<file path="src/rtl/tanh_pwl_stream_if.sv">
// Beat-level handshake bundle for tanh_pwl_stream: input side carries samples and mode,
// output side carries results and per-lane saturation flags.
interface tanh_pwl_stream_if #(
    parameter int LANES = 4,
    parameter int IN_W  = 8,
    parameter int OUT_W = 8
);
    logic                   s_valid;
    logic                   s_ready;
    logic [LANES*IN_W-1:0]  s_data;
    logic                   s_mode;
    logic                   m_valid;
    logic                   m_ready;
    logic [LANES*OUT_W-1:0] m_data;
    logic [LANES-1:0]       m_sat;

    modport master (
        output s_valid, s_data, s_mode, m_ready,
        input  s_ready, m_valid, m_data, m_sat
    );

    modport slave (
        input  s_valid, s_data, s_mode, m_ready,
        output s_ready, m_valid, m_data, m_sat
    );
endinterface

</file>
<file path="src/rtl/tanh_pwl_stream.sv">
// Multi-lane streaming tanh (piecewise-linear or hard-tanh) with a 3-stage elastic pipeline
// and a saturating count of output beats that hit the clamp.
module tanh_pwl_stream #(
    parameter int IN_W    = 8,
    parameter int FRAC_IN = 4,
    parameter int OUT_W   = 8,
    parameter int LANES   = 4,
    parameter int CNT_W   = 16
) (
    input  logic             clk,
    input  logic             rst_n,
    tanh_pwl_stream_if.slave bus,
    input  logic             cnt_clr,
    output logic [CNT_W-1:0] sat_count
);
    localparam int F   = FRAC_IN + 4;
    localparam int MW  = IN_W + 4;
    localparam int YW  = F + 1;
    localparam int SH  = F - (OUT_W - 1);
    localparam int SHR = (SH > 0) ? SH : 0;
    localparam int SHL = (SH < 0) ? -SH : 0;
    localparam int CW  = YW + SHL + 1;

    localparam logic [MW-1:0]    T_HALF  = MW'(1) << (F - 1);
    localparam logic [MW-1:0]    T_ONE   = MW'(1) << F;
    localparam logic [MW-1:0]    T_TWO   = MW'(2) << F;
    localparam logic [MW-1:0]    T_THREE = MW'(3) << F;
    localparam logic [MW-1:0]    C_SEG1  = MW'(1) << (F - 2);
    localparam logic [MW-1:0]    C_SEG2  = MW'(5) << (F - 3);
    localparam logic [MW-1:0]    C_SEG3  = MW'(3) << (F - 2);
    localparam logic [CW-1:0]    RND     = CW'((1 << SHR) >> 1);
    localparam logic [OUT_W-1:0] YMAX    = {1'b0, {(OUT_W-1){1'b1}}};

    typedef enum logic [2:0] {SEG_LIN, SEG_HALF, SEG_EIGHTH, SEG_SIXTEENTH, SEG_SAT} seg_e;

    // Most-negative input maps to an unsigned magnitude >= 3 and lands in SEG_SAT naturally.
    function automatic logic [MW-1:0] abs_mag(input logic signed [IN_W-1:0] x);
        logic [IN_W-1:0] a;
        a = unsigned'(x[IN_W-1] ? -x : x);
        return {a, 4'b0000};
    endfunction

    function automatic seg_e classify(input logic [MW-1:0] am, input logic hard);
        if (hard)           return (am < T_ONE) ? SEG_LIN : SEG_SAT;
        if (am < T_HALF)    return SEG_LIN;
        if (am < T_ONE)     return SEG_HALF;
        if (am < T_TWO)     return SEG_EIGHTH;
        if (am < T_THREE)   return SEG_SIXTEENTH;
        return SEG_SAT;
    endfunction

    function automatic logic [YW-1:0] pwl(input logic [MW-1:0] am, input seg_e seg);
        logic [MW-1:0] y;
        case (seg)
            SEG_LIN:       y = am;
            SEG_HALF:      y = (am >> 1) + C_SEG1;
            SEG_EIGHTH:    y = (am >> 3) + C_SEG2;
            SEG_SIXTEENTH: y = (am >> 4) + C_SEG3;
            default:       y = '0;
        endcase
        return YW'(y);
    endfunction

    // Round half-up (or widen) to OUT_W-1 fraction bits; clamp from rounding leaves m_sat alone.
    function automatic logic [OUT_W-1:0] round_clamp(input logic [YW-1:0] y, input logic sat);
        logic [CW-1:0] t;
        t = ((CW'(y) << SHL) + RND) >> SHR;
        if (sat || (t > CW'(YMAX))) return YMAX;
        return OUT_W'(t);
    endfunction

    function automatic logic signed [OUT_W-1:0] apply_sign(input logic [OUT_W-1:0] mag,
                                                           input logic neg);
        logic signed [OUT_W-1:0] m;
        m = signed'(mag);
        return neg ? -m : m;
    endfunction

    logic [LANES-1:0][IN_W-1:0]  in_lanes;
    logic                        ld_p0, ld_p1, ld_p2;
    logic                        vld_p0_q, vld_p1_q, vld_p2_q;

    logic [MW-1:0]               mag_d [LANES];
    seg_e                        seg_d [LANES];
    logic [LANES-1:0]            sgn_d;
    logic [MW-1:0]               mag_p0_q [LANES];
    seg_e                        seg_p0_q [LANES];
    logic [LANES-1:0]            sgn_p0_q;

    logic [YW-1:0]               y_d [LANES];
    logic [LANES-1:0]            sat_d;
    logic [YW-1:0]               y_p1_q [LANES];
    logic [LANES-1:0]            sat_p1_q, sgn_p1_q;

    logic [LANES-1:0][OUT_W-1:0] data_d;
    logic [LANES-1:0][OUT_W-1:0] data_p2_q;
    logic [LANES-1:0]            sat_p2_q;
    logic [CNT_W-1:0]            sat_cnt_d, sat_cnt_q;

    assign in_lanes    = bus.s_data;
    assign ld_p2       = !vld_p2_q || bus.m_ready;
    assign ld_p1       = !vld_p1_q || ld_p2;
    assign ld_p0       = !vld_p0_q || ld_p1;
    assign bus.s_ready = ld_p0;
    assign bus.m_valid = vld_p2_q;
    assign bus.m_data  = data_p2_q;
    assign bus.m_sat   = sat_p2_q;
    assign sat_count   = sat_cnt_q;

    // S1: magnitude, sign, segment
    always_comb begin
        for (int i = 0; i < LANES; i++) begin
            mag_d[i] = abs_mag(in_lanes[i]);
            seg_d[i] = classify(mag_d[i], bus.s_mode);
            sgn_d[i] = in_lanes[i][IN_W-1];
        end
    end

    // S2: slope/offset
    always_comb begin
        for (int i = 0; i < LANES; i++) begin
            y_d[i]   = pwl(mag_p0_q[i], seg_p0_q[i]);
            sat_d[i] = (seg_p0_q[i] == SEG_SAT);
        end
    end

    // S3: round, clamp, sign restore
    always_comb begin
        for (int i = 0; i < LANES; i++) begin
            data_d[i] = apply_sign(round_clamp(y_p1_q[i], sat_p1_q[i]), sgn_p1_q[i]);
        end
    end

    always_comb begin
        sat_cnt_d = sat_cnt_q;
        if (cnt_clr) begin
            sat_cnt_d = '0;
        end else if (vld_p2_q && bus.m_ready && (|sat_p2_q) && !(&sat_cnt_q)) begin
            sat_cnt_d = sat_cnt_q + 1'b1;
        end
    end

    always_ff @(posedge clk or negedge rst_n) begin
        if (!rst_n) begin
            vld_p0_q  <= 1'b0;
            vld_p1_q  <= 1'b0;
            vld_p2_q  <= 1'b0;
            sat_cnt_q <= '0;
        end else begin
            if (ld_p0) vld_p0_q <= bus.s_valid;
            if (ld_p1) vld_p1_q <= vld_p0_q;
            if (ld_p2) vld_p2_q <= vld_p1_q;
            sat_cnt_q <= sat_cnt_d;
        end
    end

    always_ff @(posedge clk) begin
        if (ld_p0 && bus.s_valid) begin
            mag_p0_q <= mag_d;
            seg_p0_q <= seg_d;
            sgn_p0_q <= sgn_d;
        end
        if (ld_p1 && vld_p0_q) begin
            y_p1_q   <= y_d;
            sat_p1_q <= sat_d;
            sgn_p1_q <= sgn_p0_q;
        end
    end

    // Output registers are visible on the bus, so they come out of reset cleared.
    always_ff @(posedge clk or negedge rst_n) begin
        if (!rst_n) begin
            data_p2_q <= '0;
            sat_p2_q  <= '0;
        end else if (ld_p2 && vld_p1_q) begin
            data_p2_q <= data_d;
            sat_p2_q  <= sat_p1_q;
        end
    end
endmodule
</file>
<file path="src/flat_wrapper.sv">
// flat-port wrapper written by rule: the top's interface ports become plain ports
module tanh_pwl_stream_flat 
#(
    parameter int IN_W    = 8,
    parameter int FRAC_IN = 4,
    parameter int OUT_W   = 8,
    parameter int LANES   = 4,
    parameter int CNT_W   = 16
)
  (clk, rst_n, cnt_clr, sat_count, bus_s_valid, bus_s_data, bus_s_mode, bus_m_ready, bus_s_ready, bus_m_valid, bus_m_data, bus_m_sat);
  tanh_pwl_stream_if #(.LANES(LANES), .IN_W(IN_W), .OUT_W(OUT_W)) bus_i ();
  input  logic clk;
  input  logic rst_n;
  input  logic cnt_clr;
  output logic [CNT_W-1:0] sat_count;
  input wire logic [$bits(bus_i.s_valid)-1:0] bus_s_valid;
  input wire logic [$bits(bus_i.s_data)-1:0] bus_s_data;
  input wire logic [$bits(bus_i.s_mode)-1:0] bus_s_mode;
  input wire logic [$bits(bus_i.m_ready)-1:0] bus_m_ready;
  output wire logic [$bits(bus_i.s_ready)-1:0] bus_s_ready;
  output wire logic [$bits(bus_i.m_valid)-1:0] bus_m_valid;
  output wire logic [$bits(bus_i.m_data)-1:0] bus_m_data;
  output wire logic [$bits(bus_i.m_sat)-1:0] bus_m_sat;
  assign bus_i.s_valid = bus_s_valid;
  assign bus_i.s_data = bus_s_data;
  assign bus_i.s_mode = bus_s_mode;
  assign bus_i.m_ready = bus_m_ready;
  assign bus_s_ready = bus_i.s_ready;
  assign bus_m_valid = bus_i.m_valid;
  assign bus_m_data = bus_i.m_data;
  assign bus_m_sat = bus_i.m_sat;
  tanh_pwl_stream #(.IN_W(IN_W), .FRAC_IN(FRAC_IN), .OUT_W(OUT_W), .LANES(LANES), .CNT_W(CNT_W)) u_core (.clk(clk), .rst_n(rst_n), .bus(bus_i), .cnt_clr(cnt_clr), .sat_count(sat_count));
endmodule
</file>
<file path="config.mk">
export PLATFORM = sky130hd
export DESIGN_NAME = tanh_pwl_stream_flat
export DESIGN_NICKNAME = d
export VERILOG_FILES = /design/src/rtl/tanh_pwl_stream_if.sv /design/src/rtl/tanh_pwl_stream.sv /design/src/flat_wrapper.sv
export SDC_FILE = /design/constraint.sdc
export NUM_CORES = 1
export LEC_CHECK = 0
export CAP_MARGIN = 20
export CORE_ASPECT_RATIO = 0.7
export CORE_MARGIN = 10
export CORE_UTILIZATION = 40
export DETAILED_ROUTE_END_ITERATION = 10
export SYNTH_ARGS = -nofsm -noshare
export SYNTH_HDL_FRONTEND = slang
export SYNTH_SLANG_ARGS = --single-unit
</file>
<file path="constraint.sdc">
create_clock -name clk -period 6 [get_ports clk]
set_clock_uncertainty 0.15 [all_clocks]
set_input_delay 1.8 -clock clk [delete_from_list [all_inputs] [get_ports clk]]
set_output_delay 1.8 -clock clk [all_outputs]
set_load 0.02 [all_outputs]
</file>
# Word level (Yosys, flattened, before mapping)
# Index checks and enable logic that the tools add are counted.
[word_totals]
regBits = 147
in_bits = 38
[classes]
add_sub_neg = 25
magnitude_cmp = 20
n_eq_ne = 16
muxes = 127
reduce_logical = 24
[op_table]
columns = ["operator", "count"]
rows = [
  ["$pmux W9 S4", 4],
  ["$mux W3", 44],
  ["$mux W8", 16],
  ["$lt A12 B10 Y1 const B", 8],
  ["$neg A8 Y8", 8],
  ["$mux W1", 61],
  ["$lt A12 B8 Y1 const B", 4],
  ["$lt A12 B9 Y1 const B", 4],
  ["$add A9 B1 Y10 const B", 4],
  ["$add A8 B8 Y9 const B", 4],
  ["$add A9 B7 Y9 const B", 4],
  ["$add A9 B8 Y9 const B", 4],
  ["$gt A9 B7 Y1 const B", 4],
  ["$mux W16", 2],
  ["$eq A3 B2 Y1 const B", 8],
  ["$add A16 B1 Y16 const B", 1],
  ["$reduce_and A16 Y1", 1],
  ["$eq A3 B1 Y1 const B", 4],
  ["$eq A3 B3 Y1 const B", 4],
  ["$logic_not A3 Y1", 4],
  ["$logic_or A1 B1 Y1", 7],
  ["$logic_and A1 B1 Y1", 6],
  ["$logic_not A1 Y1", 4],
  ["$reduce_or A4 Y1", 1],
  ["$reduce_bool A2 Y1", 1],
]

# Depth between registers and ports, before layout
# Gate-level depths: netlist of run 1.
[depth]
word_depth = 19
depth_mapped = 12
depth_no_buf = 12

# Least setup slack after synthesis of run 1
# Ideal clock, no wire load.
[synth_path]
kind = "input to output"
from = "input bus_m_ready"
to = "output bus_s_ready"
arrival_time_ns = 2.151
required_ns = 4.050
path_slack_ns = 1.899
stages = 2
path_buffers = 0
path_cell_list = "nor2b_1 -> nand3_1"
[synth_via]
elab_chain_cells = 3
[synth_rtl]
columns = ["element", "line", "rtl"]
rows = [
  ["start, declared", "flat_wrapper.sv:19", "input wire logic [$bits(bus_i.m_ready)-1:0] bus_m_ready;"],
  ["$logic_or A1 B1 Y1", "tanh_pwl_stream.sv:101", "assign ld_p2 = !vld_p2_q || bus.m_ready;"],
  ["$logic_or A1 B1 Y1", "tanh_pwl_stream.sv:102", "assign ld_p1 = !vld_p1_q || ld_p2;"],
  ["$logic_or A1 B1 Y1", "tanh_pwl_stream.sv:103", "assign ld_p0 = !vld_p0_q || ld_p1;"],
  ["end, declared", "flat_wrapper.sv:20", "output wire logic [$bits(bus_i.s_ready)-1:0] bus_s_ready;"],
]
# Every way passes these cells.

# Worst setup path in the final report of run 1
# Ends and elaborated chain as after synthesis.

==> impl_metrics.json, run 1 <==
{
  "power.density_nw_per_um2": 304,
  "rsz0062_at_grt": "no",
  "gr-total-overflow": 0,
  "first_iter_violations": 311,
  "relSlewSlack": 0.337,
  "ioPinCount": 92,
  "status": "finished, final reports clean",
  "wl_per_cell_microns": 15.3,
  "gr-usage-all-layers": 0.132,
  "met1_usage": 0.199,
  "netlist_top_cells_count": "nand2_1 (97), edfxtp_1 (92), nor2_1 (85), dfrtp_1 (55), xnor2_1 (48)",
  "postPlaceCellArea_sq_um": 9670,
  "clk_latency_ns": 0.41,
  "combPwrFrac": 0.220,
  "cts.sinks": 147,
  "fillers": 1917,
  "synth.most_common_cell": "nand2_1",
  "yosys_register_bits": 147,
  "synth_edf_count": 92,
  "period_share": 0.850,
  "cp_max_fo": 4,
  "fin_setup_tns_ns": 0,
  "detail-route-antenna-nets": 0,
  "fmax_mhz": 196,
  "internal_power_w": 0.00222,
  "clockBufferDepth": 2,
  "grt_pass1_vias": 5903,
  "synth_top_area_frac": 0.323,
  "use_met2": 0.178,
  "drv_cap": 0,
  "h-tree-depth": 4,
  "post_cts_buffers": 0,
  "grt_busiest_layer": "met1",
  "dieArea_sq_um": 27700,
  "cts.clk_slew.worst_paths_ns": 0.06,
  "die_w_microns": 195,
  "fin_nets": 985,
  "wl_mm": 18.5,
  "async_flop_share": 0.374,
  "avgViaCountPerCell": 5.19,
  "worst_slew_pin_slew_ns": 0.991,
  "cp-start-kind": "input port",
  "grt_pass1_wl_mm": 30.3,
  "grtUsageMet3": 0.0344,
  "rows": 44,
  "power_w": 0.00313,
  "core_area_sq_um": 20900,
  "cts-root-buf": "clkbuf_16",
  "synth_top_cell_by_area": "edfxtp_1",
  "synthCells": 849,
  "synth_nets": 910,
  "cts_made_buffers": 17,
  "firstDrtPassIters": 8,
  "crit_path_end_kind": "output pin",
  "hold_buffers": 0,
  "critPathRequiredTime_ns": 4.05,
  "p_leak_nw": 3.96,
  "syn_to_final_growth_pct": 20.5,
  "hpwl_mm": 13.7,
  "finalInstanceArea_sq_um": 10300,
  "synth_seq_area_share": 0.484,
  "p_seq_frac": 0.433,
  "clockPowerShare": 0.347,
  "path_class": "input port to output pin",
  "grt_antenna_before_repair": 0,
  "synth_cell_types": 74,
  "gp_congestion": 0.844,
  "diodes": 0,
  "syn_avg_cell_area_sq_um": 10.1,
  "peakVddDrop_uv": 206,
  "cts_tree": "done",
  "via_count": 6300,
  "die_height_microns": 142,
  "drive_gt1_frac": 0.0640,
  "slew_viol_final": 0,
  "holdCritPathClass": "flop to flop",
  "drt_drc_violations_left": 0,
  "worstPathArrival_ns": 3.15,
  "synth_area_leaders": "edfxtp_1 (32%), dfrtp_1 (16%), xnor2_1 (4.9%), nand2_1 (4.3%), nor2_1 (3.7%)",
  "initial_core_util": 0.410,
  "io_buffer_count": 91,
  "synth-main-ff-cell": "edfxtp_1",
  "setup_violations": 0,
  "switching_share": 0.292,
  "cts.repair.resized": 0,
  "ys_warn_count": 0,
  "fin_util": 0.494,
  "grt_max_degree": 58,
  "power.switching_w": 0.000914,
  "hold_viol": 0,
  "fin_crit_ns": 5.10,
  "netlist_area_sq_um": 8550
}
[registers in the layout, indices dropped and copies added, names as in the netlist]
name	flops
u_core.mag_p0_q	32
u_core.vld_p1_q	1
u_core.bus.m_data	32
u_core.sat_p1_q	4
u_core.sgn_p1_q	4
u_core.y_p1_q	36
u_core.sgn_p0_q	4
u_core.sat_count	16
u_core.vld_p0_q	1
u_core.bus.m_valid	1
u_core.bus.m_sat	4
u_core.seg_p0_q	12
[per-stage QoR]
step	hold slack, ns	worst slack, ns	std cells
2_1_floorplan	0.250	1.90	849
3_3_place_gp	0.256	0.957	1180
3_5_place_dp	0.257	0.914	1180
4_1_cts	0.272	0.903	1212
5_1_grt	0.279	0.810	1213
6_report	0.270	0.901	1213
[power by group through the flow]
| stage | clock [W] | combinational, W | sequential (W) |
|---|---|---|---|
| 6_report | 0.00109 | 0.000690 | 0.00136 |
| 3_5_place_dp | 0 | 0.000692 | 0.00138 |
| 3_3_place_gp | 0 | 0.000686 | 0.00137 |
| 4_1_cts | 0.00112 | 0.000695 | 0.00136 |
| 2_1_floorplan | 0 | 0.000380 | 0.00140 |
| 5_1_grt | 0.00116 | 0.000763 | 0.00137 |
[path summary, 6_finish.rpt]
path	startpoint	end	slack [ns]	cells past startpoint
min	u_core.sgn_p0_q[2]	u_core.sgn_p1_q[2]	0.27	0
max	bus_m_ready	bus_s_ready	0.90	4
max in group asynchronous	rst_n	u_core.bus.m_data[4]	3.85	2
min in group asynchronous	rst_n	u_core.bus.m_data[18]	1.37	2
min reg2reg	u_core.sgn_p0_q[2]	u_core.sgn_p1_q[2]	0.27	0
max reg2reg	u_core.y_p1_q[0]	u_core.bus.m_data[30]	2.42	12
[worst max-delay path, cell delays in order]
cell and delay, ns:
clkdlybuf4s50_1 0.46, nor2b_1 0.18, nand3_1 0.15, clkdlybuf4s50_1 0.57
[area by class of cell]
cell class / count / area, sq um / share of cell area
clock buffer: 22 / 497 / 0.0482
clock inverter: 10 / 115 / 0.0112
inverter: 31 / 116 / 0.0113
multi-input combinational: 633 / 4150 / 0.403
sequential: 147 / 4140 / 0.402
tap: 276 / 345 / 0.0335
timing repair buffer: 94 / 941 / 0.0914
[cell usage in the layout (no fill, tap or decap), types with 14 or more instances in the layout]
master,synthesis,final
nor3_1,19,19
nand3_1,20,20
xor2_1,28,28
a21oi_1,32,32
nand2b_1,14,14
ha_1,23,23
a211oi_1,31,31
edfxtp_1,92,92
xnor2_1,48,48
clkbuf_16,0,19
nand2_1,97,96
dfrtp_1,55,55
inv_1,31,31
mux2i_1,21,21
nor2_1,85,85
clkdlybuf4s50_1,0,90
o21ai_0,37,37
[routing by layer]
metal / up-vias / wire length, microns
li1: 3263 / -
met5: - / 0
met1: 2893 / 10300
met4: 0 / 142
met2: 132 / 7160
met3: 12 / 922
[kinds of logic (layout without fill, tap and decap cells)]
kind of cell / count (synthesis) / count (layout) / share of synthesized area
XOR/XNOR: 76 / 76 / 0.0779
adder cells (fa/ha/maj): 23 / 23 / 0.0337
multiplexers: 31 / 31 / 0.0420
AND/OR/NAND/NOR: 319 / 319 / 0.185
flip-flops: 147 / 147 / 0.484
buffers and inverters: 69 / 157 / 0.0313
AO/OA/AOI/OAI: 184 / 184 / 0.146
Note: power is estimated with default switching activity, not from simulation.
==> inputs of run 2 (changes only) <==
- clock period: 6 -> 4.6 ns (I/O delays scaled with it)
==> run 2 against run 1 <==
Clock-buffer cell count increased by 3. Sequential power increased by 30%. Design area decreased by 0.36%. Non-clock buffer count increased by 3. First-iteration DRC count increased by 29%. Core utilization decreased by 0.18 points. Clock power increased by 20%. Critical path depth unchanged. Critical endpoint unchanged. Highest routed layer unchanged.
==> impl_metrics.json, run 2 (synthesis gave the netlist of run 1 again) <==
{
  "first_iter_violations": 400,
  "postPlaceCellArea_sq_um": 9700,
  "hpwl_mm": 14.1,
  "fillers": 1980,
  "h-tree-depth": 4,
  "core_area_sq_um": 20900,
  "wl_mm": 18.7,
  "worst-path-buf-inv": 2,
  "fin_nets": 988,
  "p_seq_frac": 0.445,
  "fmax_mhz": 237,
  "diodes": 0,
  "dieArea_sq_um": 27700,
  "die_w_microns": 195,
  "clockPowerShare": 0.329,
  "holdCritPathClass": "flop to flop",
  "initial_core_util": 0.410,
  "die_height_microns": 142,
  "via_count": 6315,
  "ioPinCount": 92,
  "grt_pass1_vias": 5899,
  "timing.critical_path.mode_cell": "clkdlybuf4s50_1",
  "post_cts_buffers": 0,
  "rsz0062_at_grt": "no",
  "cts.repair.resized": 0,
  "drive_gt1_frac": 0.0649,
  "critical_path.slowest_cell": "clkdlybuf4s50_1",
  "cp_max_fo": 4,
  "detail-route-antenna-nets": 0,
  "worstReg2RegEnd": "u_core.bus.m_data[30]",
  "grt_max_degree": 49,
  "status": "finished, final reports clean",
  "fin_crit_ns": 4.23,
  "grt_pass1_wl_mm": 31.2,
  "drt_drc_violations_left": 0,
  "hold_buffers": 0,
  "drv_cap": 0,
  "gr-usage-all-layers": 0.136,
  "relSlewSlack": 0.407,
  "slew_viol_final": 0,
  "cts-root-buf": "clkbuf_16",
  "hold_depth": 0,
  "reg2regPathDepth": 12,
  "hold_viol": 0,
  "power_w": 0.00399,
  "cts_tree": "done",
  "cts.sinks": 147,
  "power.density_nw_per_um2": 388,
  "hold_start": "u_core.sgn_p0_q[0]",
  "critPathTopFamily": "buffers and inverters",
  "power.switching_w": 0.00119,
  "clk_latency_ns": 0.42,
  "crit_path_end_kind": "output pin",
  "crit_chain": "clkdlybuf4s50_1, nor2b_1, nand3_1, clkdlybuf4s50_1",
  "setup_violations": 0,
  "hold_end": "u_core.sgn_p1_q[0]",
  "io_buffer_count": 91,
  "mostFrequentLayoutCell": "nand2_1",
  "gp_congestion": 0.819,
  "internal_power_w": 0.00280,
  "r2r-start": "u_core.y_p1_q[0]",
  "clockBufferDepth": 2,
  "r2r_slack_ns": 1.18,
  "gr-total-overflow": 0,
  "finalInstanceArea_sq_um": 10300,
  "worstPathArrival_ns": 2.70,
  "top_register": "u_core.y_p1_q",
  "cts.clk_slew.worst_paths_ns": 0.06,
  "firstDrtPassIters": 4,
  "avgViaCountPerCell": 5.19,
  "grt_antenna_before_repair": 0,
  "cts_made_buffers": 17,
  "critPathRequiredTime_ns": 3.07,
  "period_share": 0.919,
  "cp-start-kind": "input port",
  "wl_per_cell_microns": 15.3,
  "rows": 44,
  "p_leak_nw": 3.94,
  "peakVddDrop_uv": 263,
  "path_class": "input port to output pin",
  "largest_reg_flops": 36,
  "syn_to_final_growth_pct": 20.1,
  "final_cell_mix": "nand2_1 (96), edfxtp_1 (92), clkdlybuf4s50_1 (90), nor2_1 (85), dfrtp_1 (55)",
  "fin_setup_tns_ns": 0,
  "cpPeakStageDelay_ns": 0.56,
  "switching_share": 0.298,
  "worst_slew_pin_slew_ns": 0.889,
  "combPwrFrac": 0.227
}
-- run 2: changes by cell type in the layout (fill, tap and decap cells not counted), sizes merged --
cell / before / now
clkbuf: 22 / 25
clkinv: 2 / 4
bufinv: 2 / 0
buf: 4 / 7
inv: 36 / 33
-- run 2: power groups by stage --
stage               Sequential [W]  Clock [W]  Combinational, W
floorplan                  0.00183          0          0.000495
global placement           0.00180          0          0.000901
detailed placement         0.00180          0          0.000912
CTS                        0.00177    0.00135          0.000917
global route               0.00180    0.00141           0.00100
finish                     0.00177    0.00131          0.000904
-- run 2: worst max-delay path by stage --
stage                 from             endpoint  slack, ns  cells after the start
2_1_floorplan  bus_m_ready  u_core.mag_p0_q[10]       1.19                      3
3_3_place_gp   bus_m_ready          bus_s_ready       0.40                      4
3_5_place_dp   bus_m_ready          bus_s_ready       0.38                      4
4_1_cts        bus_m_ready          bus_s_ready       0.37                      4
5_1_grt        bus_m_ready          bus_s_ready       0.30                      4
6_report       bus_m_ready          bus_s_ready       0.37                      4
-- run 2: area by class of cell --
class	count	area [sq um]	area share
clock buffers	25	518	0.0505
inverters	31	116	0.0113
repair buffers	97	951	0.0927
clock inverters	7	46.3	0.00451
multi-input cells	633	4150	0.404
flip-flops and latches	147	4140	0.403
well taps	276	345	0.0337
-- run 2: stage by stage --
stage | utilization | hold WS [ns] | cells | setup slack [ns]
3_5_place_dp | 0.465 | 0.255 | 1184 | 0.377
3_3_place_gp | 0.465 | 0.255 | 1184 | 0.396
2_1_floorplan | - | 0.250 | 849 | 1.19
6_report | 0.492 | 0.264 | 1216 | 0.374
5_1_grt | 0.492 | 0.273 | 1216 | 0.299
4_1_cts | 0.492 | 0.265 | 1216 | 0.367
-- run 2: metal layers --
layer | up-vias | wire (microns) | track usage
li1 | 3257 | - | -
met1 | 2926 | 10600 | 0.209
met2 | 118 | 7090 | 0.180
met3 | 14 | 841 | 0.0370
met4 | 0 | 169 | 0.0351
met5 | - | 0 | 0
